### src/rtl/enc8b10b_pkg.sv
// Shared definitions for the 8b/10b transmit encoder.
//   - RD- column lookups for the 5b/6b and 3b/4b sub-blocks. The RD+ form of an
//     entry is its bitwise complement wherever the entry has two forms.
//   - Legal control-character check.
//   - Running-disparity and filler constants.
package enc8b10b_pkg;

    localparam logic [7:0] K28_5  = 8'hBC;
    localparam logic       RD_NEG = 1'b0;
    localparam logic       RD_POS = 1'b1;

    // 6b code abcdei, RD- column
    function automatic logic [5:0] enc_5b6b_neg(input logic [4:0] x);
        logic [5:0] c;
        case (x)
            5'd0:  c = 6'b100111;
            5'd1:  c = 6'b011101;
            5'd2:  c = 6'b101101;
            5'd3:  c = 6'b110001;
            5'd4:  c = 6'b110101;
            5'd5:  c = 6'b101001;
            5'd6:  c = 6'b011001;
            5'd7:  c = 6'b111000;
            5'd8:  c = 6'b111001;
            5'd9:  c = 6'b100101;
            5'd10: c = 6'b010101;
            5'd11: c = 6'b110100;
            5'd12: c = 6'b001101;
            5'd13: c = 6'b101100;
            5'd14: c = 6'b011100;
            5'd15: c = 6'b010111;
            5'd16: c = 6'b011011;
            5'd17: c = 6'b100011;
            5'd18: c = 6'b010011;
            5'd19: c = 6'b110010;
            5'd20: c = 6'b001011;
            5'd21: c = 6'b101010;
            5'd22: c = 6'b011010;
            5'd23: c = 6'b111010;
            5'd24: c = 6'b110011;
            5'd25: c = 6'b100110;
            5'd26: c = 6'b010110;
            5'd27: c = 6'b110110;
            5'd28: c = 6'b001110;
            5'd29: c = 6'b101110;
            5'd30: c = 6'b011110;
            default: c = 6'b101011;
        endcase
        return c;
    endfunction

    // 4b code fghj, RD- column, primary (P7) form for x.7
    function automatic logic [3:0] enc_3b4b_neg(input logic [2:0] y);
        logic [3:0] c;
        case (y)
            3'd0: c = 4'b1011;
            3'd1: c = 4'b1001;
            3'd2: c = 4'b0101;
            3'd3: c = 4'b1100;
            3'd4: c = 4'b1101;
            3'd5: c = 4'b1010;
            3'd6: c = 4'b0110;
            default: c = 4'b1110;
        endcase
        return c;
    endfunction

    // K28.0-K28.7 plus K23.7, K27.7, K29.7, K30.7
    function automatic logic is_legal_k(input logic [7:0] d);
        return (d[4:0] == 5'd28) ||
               (d == 8'hF7) || (d == 8'hFB) || (d == 8'hFD) || (d == 8'hFE);
    endfunction

endpackage

### src/rtl/enc8b10b_core.sv
// Combinational 8b/10b symbol encoder.
//   data_i    : byte, [4:0]=EDCBA, [7:5]=HGF
//   k_i       : control-character request
//   rd_i      : running disparity before this symbol (1 = RD+)
//   symbol_o  : [9:4]=abcdei, [3:0]=fghj
//   rd_next_o : running disparity after this symbol
//   k_err_o   : K requested for a byte that has no legal K code
module enc8b10b_core
    import enc8b10b_pkg::*;
(
    input  logic [7:0] data_i,
    input  logic       k_i,
    input  logic       rd_i,
    output logic [9:0] symbol_o,
    output logic       rd_next_o,
    output logic       k_err_o
);

    logic [4:0] x;
    logic [2:0] y;
    logic       k_ok;
    logic       k28;
    logic [5:0] six_n;
    logic [5:0] six;
    logic       unbal6;
    logic       rd6;
    logic       use_a7;
    logic [3:0] four_n;
    logic [3:0] four;
    logic       unbal4;

    always_comb begin
        x      = data_i[4:0];
        y      = data_i[7:5];
        k_ok   = k_i & is_legal_k(data_i);
        k_err_o = k_i & ~k_ok;
        k28    = k_ok & (x == 5'd28);

        six_n  = k28 ? 6'b001111 : enc_5b6b_neg(x);
        unbal6 = ($countones(six_n) != 3);
        // D.7 is balanced but still has a distinct RD+ form
        six    = (rd_i & (unbal6 | (x == 5'd7))) ? ~six_n : six_n;
        rd6    = rd_i ^ unbal6;

        // A7 avoids a run of five equal bits across the 6b/4b boundary
        use_a7 = (y == 3'd7) &
                 (k_ok |
                  (~rd6 & ((x == 5'd17) | (x == 5'd18) | (x == 5'd20))) |
                  ( rd6 & ((x == 5'd11) | (x == 5'd13) | (x == 5'd14))));
        four_n = use_a7 ? 4'b0111 : enc_3b4b_neg(y);
        unbal4 = ($countones(four_n) != 2);

        if (k28 && ((y == 3'd1) || (y == 3'd2) || (y == 3'd5) || (y == 3'd6))) begin
            // balanced K28 forms take the column opposite to the data code
            four = rd6 ? four_n : ~four_n;
        end else begin
            four = (rd6 & (unbal4 | (y == 3'd3))) ? ~four_n : four_n;
        end

        rd_next_o = rd6 ^ unbal4;
        symbol_o  = {six, four};
    end

endmodule

### src/rtl/encode_8b10b_tx.sv
// Transmit-side 8b/10b encoder with running-disparity tracking.
//   clk, rst   : clock, synchronous active-high reset
//   in_valid / in_ready / in_data / in_k : byte input handshake
//   out_valid / out_ready / out_symbol   : symbol output handshake, a first (bit 9)
//   out_k_err  : symbol was produced for an illegal K request
//   rd_out     : running disparity after the last loaded symbol (1 = RD+)
// Parameters:
//   RD_INIT    : disparity after reset
//   IDLE_FILL  : load K28.5 whenever the output stage is free and no byte is offered
module encode_8b10b_tx
    import enc8b10b_pkg::*;
#(
    parameter bit RD_INIT   = 1'b0,
    parameter bit IDLE_FILL = 1'b0
) (
    input  logic       clk,
    input  logic       rst,
    input  logic       in_valid,
    output logic       in_ready,
    input  logic [7:0] in_data,
    input  logic       in_k,
    output logic       out_valid,
    input  logic       out_ready,
    output logic [9:0] out_symbol,
    output logic       out_k_err,
    output logic       rd_out
);

    logic       valid_q, valid_d;
    logic [9:0] sym_q, sym_d;
    logic       kerr_q, kerr_d;
    logic       rd_q, rd_d;

    logic [7:0] enc_data;
    logic       enc_k;
    logic [9:0] enc_sym;
    logic       enc_rd;
    logic       enc_kerr;

    // a real byte always takes priority over the filler
    assign enc_data = in_valid ? in_data : K28_5;
    assign enc_k    = in_valid ? in_k    : 1'b1;

    enc8b10b_core u_core (
        .data_i    (enc_data),
        .k_i       (enc_k),
        .rd_i      (rd_q),
        .symbol_o  (enc_sym),
        .rd_next_o (enc_rd),
        .k_err_o   (enc_kerr)
    );

    assign in_ready = ~valid_q | out_ready;

    always_comb begin
        valid_d = valid_q;
        sym_d   = sym_q;
        kerr_d  = kerr_q;
        rd_d    = rd_q;
        if (in_ready) begin
            if (in_valid || IDLE_FILL) begin
                valid_d = 1'b1;
                sym_d   = enc_sym;
                kerr_d  = enc_kerr;
                rd_d    = enc_rd;
            end else begin
                valid_d = 1'b0;
            end
        end
    end

    always_ff @(posedge clk) begin
        if (rst) begin
            valid_q <= 1'b0;
            sym_q   <= '0;
            kerr_q  <= 1'b0;
            rd_q    <= RD_INIT;
        end else begin
            valid_q <= valid_d;
            sym_q   <= sym_d;
            kerr_q  <= kerr_d;
            rd_q    <= rd_d;
        end
    end

    assign out_valid  = valid_q;
    assign out_symbol = sym_q;
    assign out_k_err  = kerr_q;
    assign rd_out     = rd_q;

endmodule

### config.mk
export PLATFORM = sky130hd
export DESIGN_NAME = encode_8b10b_tx
export DESIGN_NICKNAME = d
export VERILOG_FILES = /design/src/rtl/enc8b10b_pkg.sv /design/src/rtl/enc8b10b_core.sv /design/src/rtl/encode_8b10b_tx.sv
export SDC_FILE = /design/constraint.sdc
export NUM_CORES = 1
export LEC_CHECK = 0
export BUFFER_PORTS_ARGS = -buffer_cell sky130_fd_sc_hd__buf_2
export CORE_ASPECT_RATIO = 1.25
export CORE_MARGIN = 2
export CORE_UTILIZATION = 38
export DETAILED_ROUTE_END_ITERATION = 10
export REMOVE_ABC_BUFFERS = 1
export SYNTH_ARGS = -nofsm -noshare
export SYNTH_HDL_FRONTEND = slang
export SYNTH_HIERARCHICAL = 1
export SYNTH_SLANG_ARGS = --single-unit
### constraint.sdc
create_clock -name clk -period 9.1 [get_ports clk]
set_input_delay 0.455 -clock clk [delete_from_list [all_inputs] [get_ports clk]]
set_output_delay 0.455 -clock clk [all_outputs]
set_load 0.03 [all_outputs]
==> flow_summary.json, run 1 <==
{
  "syn_to_final_growth_pct": 8.61,
  "diodes": 0,
  "synth_area_leader_cell": "dfxtp_1",
  "yosysWarningCount": 6,
  "ctsHoldBuffers": 0,
  "antenna_found_initial": 0,
  "wl_per_cell_um": 12.3,
  "cts.repair.resized": 0,
  "whs_endpoint": "out_symbol[2]",
  "grt_max_degree": 35,
  "synthTopCellsByCount": "nand3_1, a21oi_1, dfxtp_1, inv_1, ha_1",
  "slew-limit-headroom_pct": 39.3,
  "fin_cells": 267,
  "slew_violations": 0,
  "drc_errors": 0,
  "fillers": 448,
  "root_buffer": "clkbuf_8",
  "rrSetupSlack_ps": 5680,
  "r2r_cells": 13,
  "synth-seq-cells": 13,
  "synth_area_um2": 1660,
  "synth-edff-count": 0,
  "synth.distinct_cells": 51,
  "place_inst": 263,
  "critPathCaptureType": "flip-flop",
  "ys_top_cells_by_area": "dfxtp_1, ha_1, xor2_1",
  "cts_tree": "yes",
  "avgSynthCellArea_um2": 8.45,
  "r2r-end": "out_symbol[3]",
  "start_util_pct": 40.1,
  "critPathKind": "in2reg",
  "dpl_worst_slack_ps": 1590,
  "ys_seq_area_share_pct": 15.7,
  "async_flop_share_pct": 0,
  "first_global_vias": 1255,
  "gp_congestion": 0.762,
  "dieArea_um2": 4910,
  "synth-main-ff-cell": "dfxtp_1",
  "ir_worst_vdd_mv": 0.0473,
  "grt_overflow_total": 0,
  "rsz0062_at_grt": "false",
  "start_kind": "primary input",
  "setup-tns-final_ps": 0,
  "power_leakage_nw": 0.777,
  "ant_nets": 0,
  "ioPinCount": 27,
  "clkTransAtPathRegs_ps": 50,
  "critPathRequiredTime_ps": 9280,
  "wl_mm": 3.28,
  "drive_gt1_share_pct": 27.0,
  "period_share_pct": 78.6,
  "powerDensity_nw_per_um2": 178,
  "coreArea_um2": 4130,
  "io_buffer_count": 26,
  "timing.final.hold_violations": 0,
  "htreeDepth": 1,
  "cp_slowest_stage_delay_ps": 480,
  "multi_input_area_um2": 1250,
  "grt.total_usage_pct": 14.1,
  "place.detailed.hpwl_mm": 2.49,
  "insertion_delay_ps": 240,
  "worst_pin_slew_ps": 910,
  "final_util_pct": 43.5,
  "cts_setup_buffers": 0,
  "min_path_type": "in2reg",
  "numCtsBuffers": 3,
  "die_h_um": 77.8,
  "worstHoldPathCells": 2,
  "cts.sinks": 13,
  "slowest_stage": "mux4_2",
  "drt-pass1-iter-count": 4,
  "max_freq_mhz": 140,
  "setup_viol": 0,
  "clockBufferDepth": 2,
  "syn_inst": 196,
  "cp_max_fo": 34,
  "fin_nets": 240,
  "synth.most_common_cell": "nand3_1",
  "vias": 1359,
  "die_w_um": 63.1,
  "maxCapViolCount": 0,
  "yosysTopAreaCellShare_pct": 15.7,
  "fin_hold_ws_ps": 567,
  "status": "finished, final reports clean",
  "skew_ps": 1.96,
  "timing.rr.start": "rd_out",
  "grt_pass1_wl_mm": 5.73,
  "fp-row-count": 26,
  "worst_slack_ps": 1950,
  "via_per_inst": 5.09,
  "fin_crit_ps": 7150,
  "min_from": "rst",
  "regArea_um2": 260,
  "drtIter0Drc": 99,
  "worstPathArrival_ps": 7340
}
[per-layer routing]
metal	wire, um	GRT usage, %
met5	0	0
met4	49	5.33
met3	103	1.59
met2	1540	24.4
met1	1590	17.9
[kinds of logic after synthesis]
| family | count (synthesis) | share of synthesized area (%) |
|---|---|---|
| and+or+nand+nor | 63 | 23.0 |
| AOI/OAI and AO/OA | 62 | 29.3 |
| xor gates and xnor gates | 13 | 7.33 |
| DFF | 13 | 15.7 |
| buffers and inverters | 27 | 8.91 |
| muxes | 3 | 2.57 |
| adders and majority gates | 15 | 13.1 |
[registers in the layout (all words and copies together), names as in the netlist]
signal      flops
out_valid       1
out_k_err       1
out_symbol     10
rd_out          1
[layout make-up]
type,instances,area share (%)
multi-input combinational,156,69.4
sequential,13,14.5
timing repair buffer,26,7.23
tap,56,3.89
clock buffer,4,2.50
inverter,12,2.50
[critical path: cells and delay by family]
kind	cells	cell delay [ps]
buf+inv	4	740
fa+ha+maj	8	2680
mux	3	980
compound gates	3	410
simple gates	8	1570
xor+xnor	2	470
[worst max path at each step]
stage	from	to	slack (ps)
2_1_floorplan	in_data[2]	out_symbol[1]	2730
3_3_place_gp	in_valid	out_symbol[3]	1750
3_5_place_dp	in_valid	out_symbol[3]	1590
4_1_cts	in_valid	out_symbol[3]	1850
5_1_grt	in_valid	out_symbol[3]	1290
6_report	in_valid	out_symbol[3]	1950
[placed cells by master, fill, tap and decap left out, drive strengths merged, types with 3 or more instances in the layout]
cell type and count:
a21oi 20, a31oi 3, o21a 3, nor2b 3, ha 11, nor2 8
fa 4, xor2 10, inv 12, xnor2 3, dfxtp 13, buf 26
and2 3, nand3 17, nand2 10, clkbuf 4, a211oi 3, a21bo 12
nand2b 10, o21ai 10, nand3b 4
[per-stage QoR]
| step | total power [mW] | area, um^2 |
|---|---|---|
| after global routing | 0.346 | 1800 |
| after CTS | 0.325 | 1800 |
| final | 0.320 | 1800 |
| after detailed placement | 0.273 | 1750 |
| after floorplan | 0.235 | 1550 |
| after global placement | 0.271 | 1750 |
[report_power, final]
group	switching (mW)	total, mW	internal, mW	leakage [nW]
registers	0.00672	0.0759	0.0692	0.107
logic	0.111	0.193	0.0829	0.648
clock network	0.0196	0.0505	0.0309	0.0228
No activity file was read; power rests on OpenSTA's default activity.
==> run 2, diff against run 1 <==
==> constraint.sdc (replaced) <==
create_clock -name clk -period 6.4 [get_ports clk]
set_input_delay 0.32 -clock clk [delete_from_list [all_inputs] [get_ports clk]]
set_output_delay 0.32 -clock clk [all_outputs]
set_load 0.03 [all_outputs]
==> run 2 against run 1 <==
Cell count is 6.0% higher. Global-route usage grew 0.76 points. Non-clock buffer count increased by 16. Routed wire length increased by 8.1%. Die area unchanged. Sequential share of layout area shrank 1.2 points. First-iteration DRC count is 3.0% lower. Largest cell class unchanged. Largest power group unchanged. Highest routed layer unchanged.
==> flow_summary.json, run 2 (same netlist as run 1, synthesis figures left out) <==
{
  "wl_per_cell_um": 12.5,
  "fin_crit_ps": 6000,
  "numCtsBuffers": 3,
  "cp_max_fo": 5,
  "wl_mm": 3.55,
  "timing.rr.start": "rd_out",
  "io_buffer_count": 26,
  "dpl_worst_slack_ps": -110,
  "worstHoldPathCells": 2,
  "die_w_um": 63.1,
  "power_leakage_nw": 0.864,
  "drtIter0Drc": 96,
  "cts.sinks": 13,
  "vias": 1455,
  "slew-limit-headroom_pct": 68.0,
  "drive_gt1_share_pct": 33.9,
  "r2r-end": "out_symbol[2]",
  "first_global_vias": 1329,
  "place.detailed.hpwl_mm": 2.87,
  "slew_violations": 0,
  "via_per_inst": 5.14,
  "dieArea_um2": 4910,
  "grt_pass1_wl_mm": 5.98,
  "r2r_cells": 13,
  "ant_nets": 0,
  "cts_setup_buffers": 0,
  "crit_buf_inv": 5,
  "grt_max_degree": 27,
  "clockBufferDepth": 2,
  "ir_worst_vdd_mv": 0.0870,
  "min_from": "rst",
  "whs_endpoint": "out_symbol[7]",
  "drt-pass1-iter-count": 6,
  "insertion_delay_ps": 240,
  "layout_common_cells": "buf_2, nand3_1, buf_4",
  "antenna_found_initial": 0,
  "crit_path_start": "in_valid",
  "gp_congestion": 0.821,
  "cts_tree": "yes",
  "min_path_type": "in2reg",
  "grt.total_usage_pct": 14.9,
  "slowest_stage": "mux4_2",
  "setup-tns-final_ps": 0,
  "setup_viol": 0,
  "maxCapViolCount": 0,
  "largest_reg_flops": 10,
  "critPathKind": "in2reg",
  "critPathCaptureType": "flip-flop",
  "worstPathArrival_ps": 6180,
  "htreeDepth": 1,
  "fp-row-count": 26,
  "cp_slowest_stage_delay_ps": 490,
  "clkTransAtPathRegs_ps": 50,
  "cp_top_family": "adder cells",
  "period_share_pct": 93.7,
  "rsz0062_at_grt": "false",
  "start_util_pct": 40.1,
  "critPathRequiredTime_ps": 6580,
  "root_buffer": "clkbuf_8",
  "rrSetupSlack_ps": 3200,
  "diodes": 0,
  "skew_ps": 0.845,
  "layout_commonest_cell": "buf_2",
  "ioPinCount": 27,
  "powerDensity_nw_per_um2": 252,
  "grt_overflow_total": 0,
  "max_freq_mhz": 167,
  "coreArea_um2": 4130,
  "worst_pin_slew_ps": 474,
  "status": "finished, final reports clean",
  "fin_nets": 256,
  "syn_to_final_growth_pct": 18.5,
  "worst_slack_ps": 400,
  "drc_errors": 0,
  "die_h_um": 77.8,
  "timing.final.hold_violations": 0,
  "start_kind": "primary input"
}
==> run 2: changes by cell type in the layout (fill, tap and decap cells not counted), sizes merged <==
cell,delta
buf,+16
==> run 2: worst max path at each step <==
stage                         end  cells after the start
floorplan           out_symbol[1]                     25
CTS                 out_symbol[2]                     27
global route        out_symbol[3]                     27
global placement    out_symbol[2]                     27
detailed placement  out_symbol[2]                     27
finish              out_symbol[2]                     28
==> run 2: stage by stage <==
stage | hold slack, ps | util, % | cell area (um^2) | instances | power [mW]
floorplan | 382 | - | 1550 | 181 | 0.334
global placement | 557 | 45.4 | 1870 | 279 | 0.403
detailed placement | 563 | 45.4 | 1870 | 279 | 0.408
CTS | 428 | 46.5 | 1920 | 283 | 0.481
global route | 430 | 47.5 | 1960 | 283 | 0.533
finish | 428 | 47.5 | 1960 | 283 | 0.496
==> run 2: timing repair <==
action | 4_1_cts | 5_1_grt
resized for setup | 0 | 7
endpoints found under the hold margin | 0 | 0
setup endpoints to repair | 0 | 4
hold buffers | 0 | 0
==> run 2: final cells by class <==
cell class                      count  area [um^2]
Clock buffer                        4         45.0
Fill cell                         415         2170
Tap cell                           56         70.1
Inverter                           12         45.0
Timing Repair Buffer               42          250
Multi-Input combinational cell    156         1290
Sequential cell                    13          260
==> run 2: layer usage <==
layer	vias up	share of wire, %	GRT usage, %
met5	-	0	0
met4	0	2.2	6.89
met3	9	2.6	1.30
met2	29	50	26.5
met1	670	45	17.9
li1	747	-	-
==> run 2: where the power goes <==
| group | switching [mW] | internal [mW] |
|---|---|---|
| Sequential | 0.0110 | 0.0984 |
| Combinational | 0.168 | 0.147 |
| Clock | 0.0279 | 0.0439 |
==> run 3, diff against run 2 <==
==> constraint.sdc (replaced) <==
create_clock -name clk -period 5.9 [get_ports clk]
set_input_delay 0.295 -clock clk [delete_from_list [all_inputs] [get_ports clk]]
set_output_delay 0.295 -clock clk [all_outputs]
set_load 0.03 [all_outputs]
==> run 3 against run 2 <==
Sequential cell count is the same. Critical path depth is 1 higher. Worst hold slack lost 28 ps. First-iteration DRC count stayed put. Critical path type unchanged. Critical endpoint unchanged.
==> flow_summary.json, run 3 (same netlist as run 1, synthesis figures left out) <==
{
  "final_util_pct": 57.1,
  "via_per_inst": 5.05,
  "crit_path_start": "in_valid",
  "fin_cells": 318,
  "cp_max_fo": 4,
  "numCtsBuffers": 3,
  "cts_tree": "yes",
  "ioPinCount": 27,
  "cp_slowest_stage_delay_ps": 560,
  "clkTransAtPathRegs_ps": 60,
  "min_from": "rst",
  "grt_max_degree": 29,
  "cts.sinks": 13,
  "slowest_stage": "fa_1",
  "io_buffer_count": 26,
  "skew_ps": 6.24,
  "start_util_pct": 40.1,
  "die_w_um": 63.1,
  "fin_crit_ps": 5710,
  "ir_worst_vdd_mv": 0.0941,
  "grt_pass1_wl_mm": 6.49,
  "drive_gt1_share_pct": 49.2,
  "dpl_cell_area_um2": 2040,
  "first_global_vias": 1460,
  "fp-row-count": 26,
  "drtIter0Drc": 96,
  "multi_input_area_um2": 1380,
  "critPathCaptureType": "flip-flop",
  "worst_slack_ps": 190,
  "p_total_mw": 0.600,
  "worst_pin_slew_ps": 383,
  "syn_to_final_growth_pct": 42.4,
  "root_buffer": "clkbuf_8",
  "period_share_pct": 96.8,
  "drt-pass1-iter-count": 4,
  "place.detailed.hpwl_mm": 2.87,
  "slew-limit-headroom_pct": 74.1,
  "antenna_found_initial": 0,
  "critPathRequiredTime_ps": 6080,
  "layout_commonest_cell": "buf_4",
  "dpl_worst_slack_ps": -430,
  "diodes": 0,
  "setup-tns-final_ps": 0,
  "maxCapViolCount": 0,
  "place_inst": 299,
  "grt.total_usage_pct": 15.9,
  "gp_congestion": 0.863,
  "r2r_cells": 13,
  "drc_errors": 0,
  "clockBufferDepth": 2,
  "powerDensity_nw_per_um2": 254,
  "vias": 1605,
  "final_cell_area_um2": 2360,
  "min_path_type": "in2reg",
  "max_freq_mhz": 175,
  "regArea_um2": 260,
  "setup_viol": 0,
  "coreArea_um2": 4130,
  "slew_violations": 0,
  "timing.rr.start": "rd_out",
  "largest_reg_flops": 10,
  "htreeDepth": 1,
  "fillers": 403,
  "power_leakage_nw": 1.05,
  "timing.final.hold_violations": 0,
  "die_h_um": 77.8,
  "cpMostUsedCell": "fa_1",
  "grt_overflow_total": 0,
  "rsz0062_at_grt": "true",
  "fin_nets": 291,
  "wl_mm": 3.97,
  "fin_hold_ws_ps": 401,
  "worstHoldPathCells": 2,
  "worstPathArrival_ps": 5890,
  "ant_nets": 0,
  "critPathKind": "in2reg",
  "start_kind": "primary input",
  "layout_common_cells": "buf_4, buf_2, nand3_1",
  "insertion_delay_ps": 240,
  "dieArea_um2": 4910,
  "status": "finished, final reports clean",
  "wl_per_cell_um": 12.5
}
-- run 3: path summary, 6_finish.rpt --
| kind | to | slack [ps] |
|---|---|---|
| max | out_symbol[2] | 190 |
| min reg2reg | out_symbol[6] | 570 |
| min | out_symbol[1] | 400 |
| max reg2reg | out_symbol[2] | 2770 |
-- run 3: power breakdown --
group | total, mW | internal [mW] | switching [mW] | leakage, nW
clock network | 0.0777 | 0.0476 | 0.0301 | 0.0228
logic | 0.403 | 0.205 | 0.198 | 0.925
registers | 0.119 | 0.107 | 0.0124 | 0.107
total | 0.600 | 0.359 | 0.241 | 1.05
-- run 3: layout make-up --
class / count / share of cell area, %
sequential: 13 / 11.0
clock buffer: 4 / 1.91
tap: 56 / 2.97
inverter: 12 / 2.12
multi-input combinational: 156 / 58.5
timing repair buffer: 77 / 23.5
-- run 3: repair_timing --
item | in CTS | in global routing
pin swaps | 12 | 21
gates resized for setup | 16 | 24
cloned | 0 | 1
hold buffers | 0 | 0
hold endpoints to repair | 0 | 0
buffers inserted | 6 | 8
setup endpoints to repair | 4 | 4
-- run 3: metal layers --
metal	track usage (%)	vias up	routed length, um
met2	28.9	37	2090
met3	1.30	4	121
met5	0	-	0
met1	19.3	739	1720
li1	-	825	-
met4	5.33	0	36
-- run 3: critical path, delay by kind of cell --
kind / cells / cell delay [ps]
mux: 2 / 500
xor+xnor: 2 / 330
fa+ha+maj: 8 / 2780
buf+inv: 6 / 530
compound gates: 3 / 360
simple gates: 8 / 1100
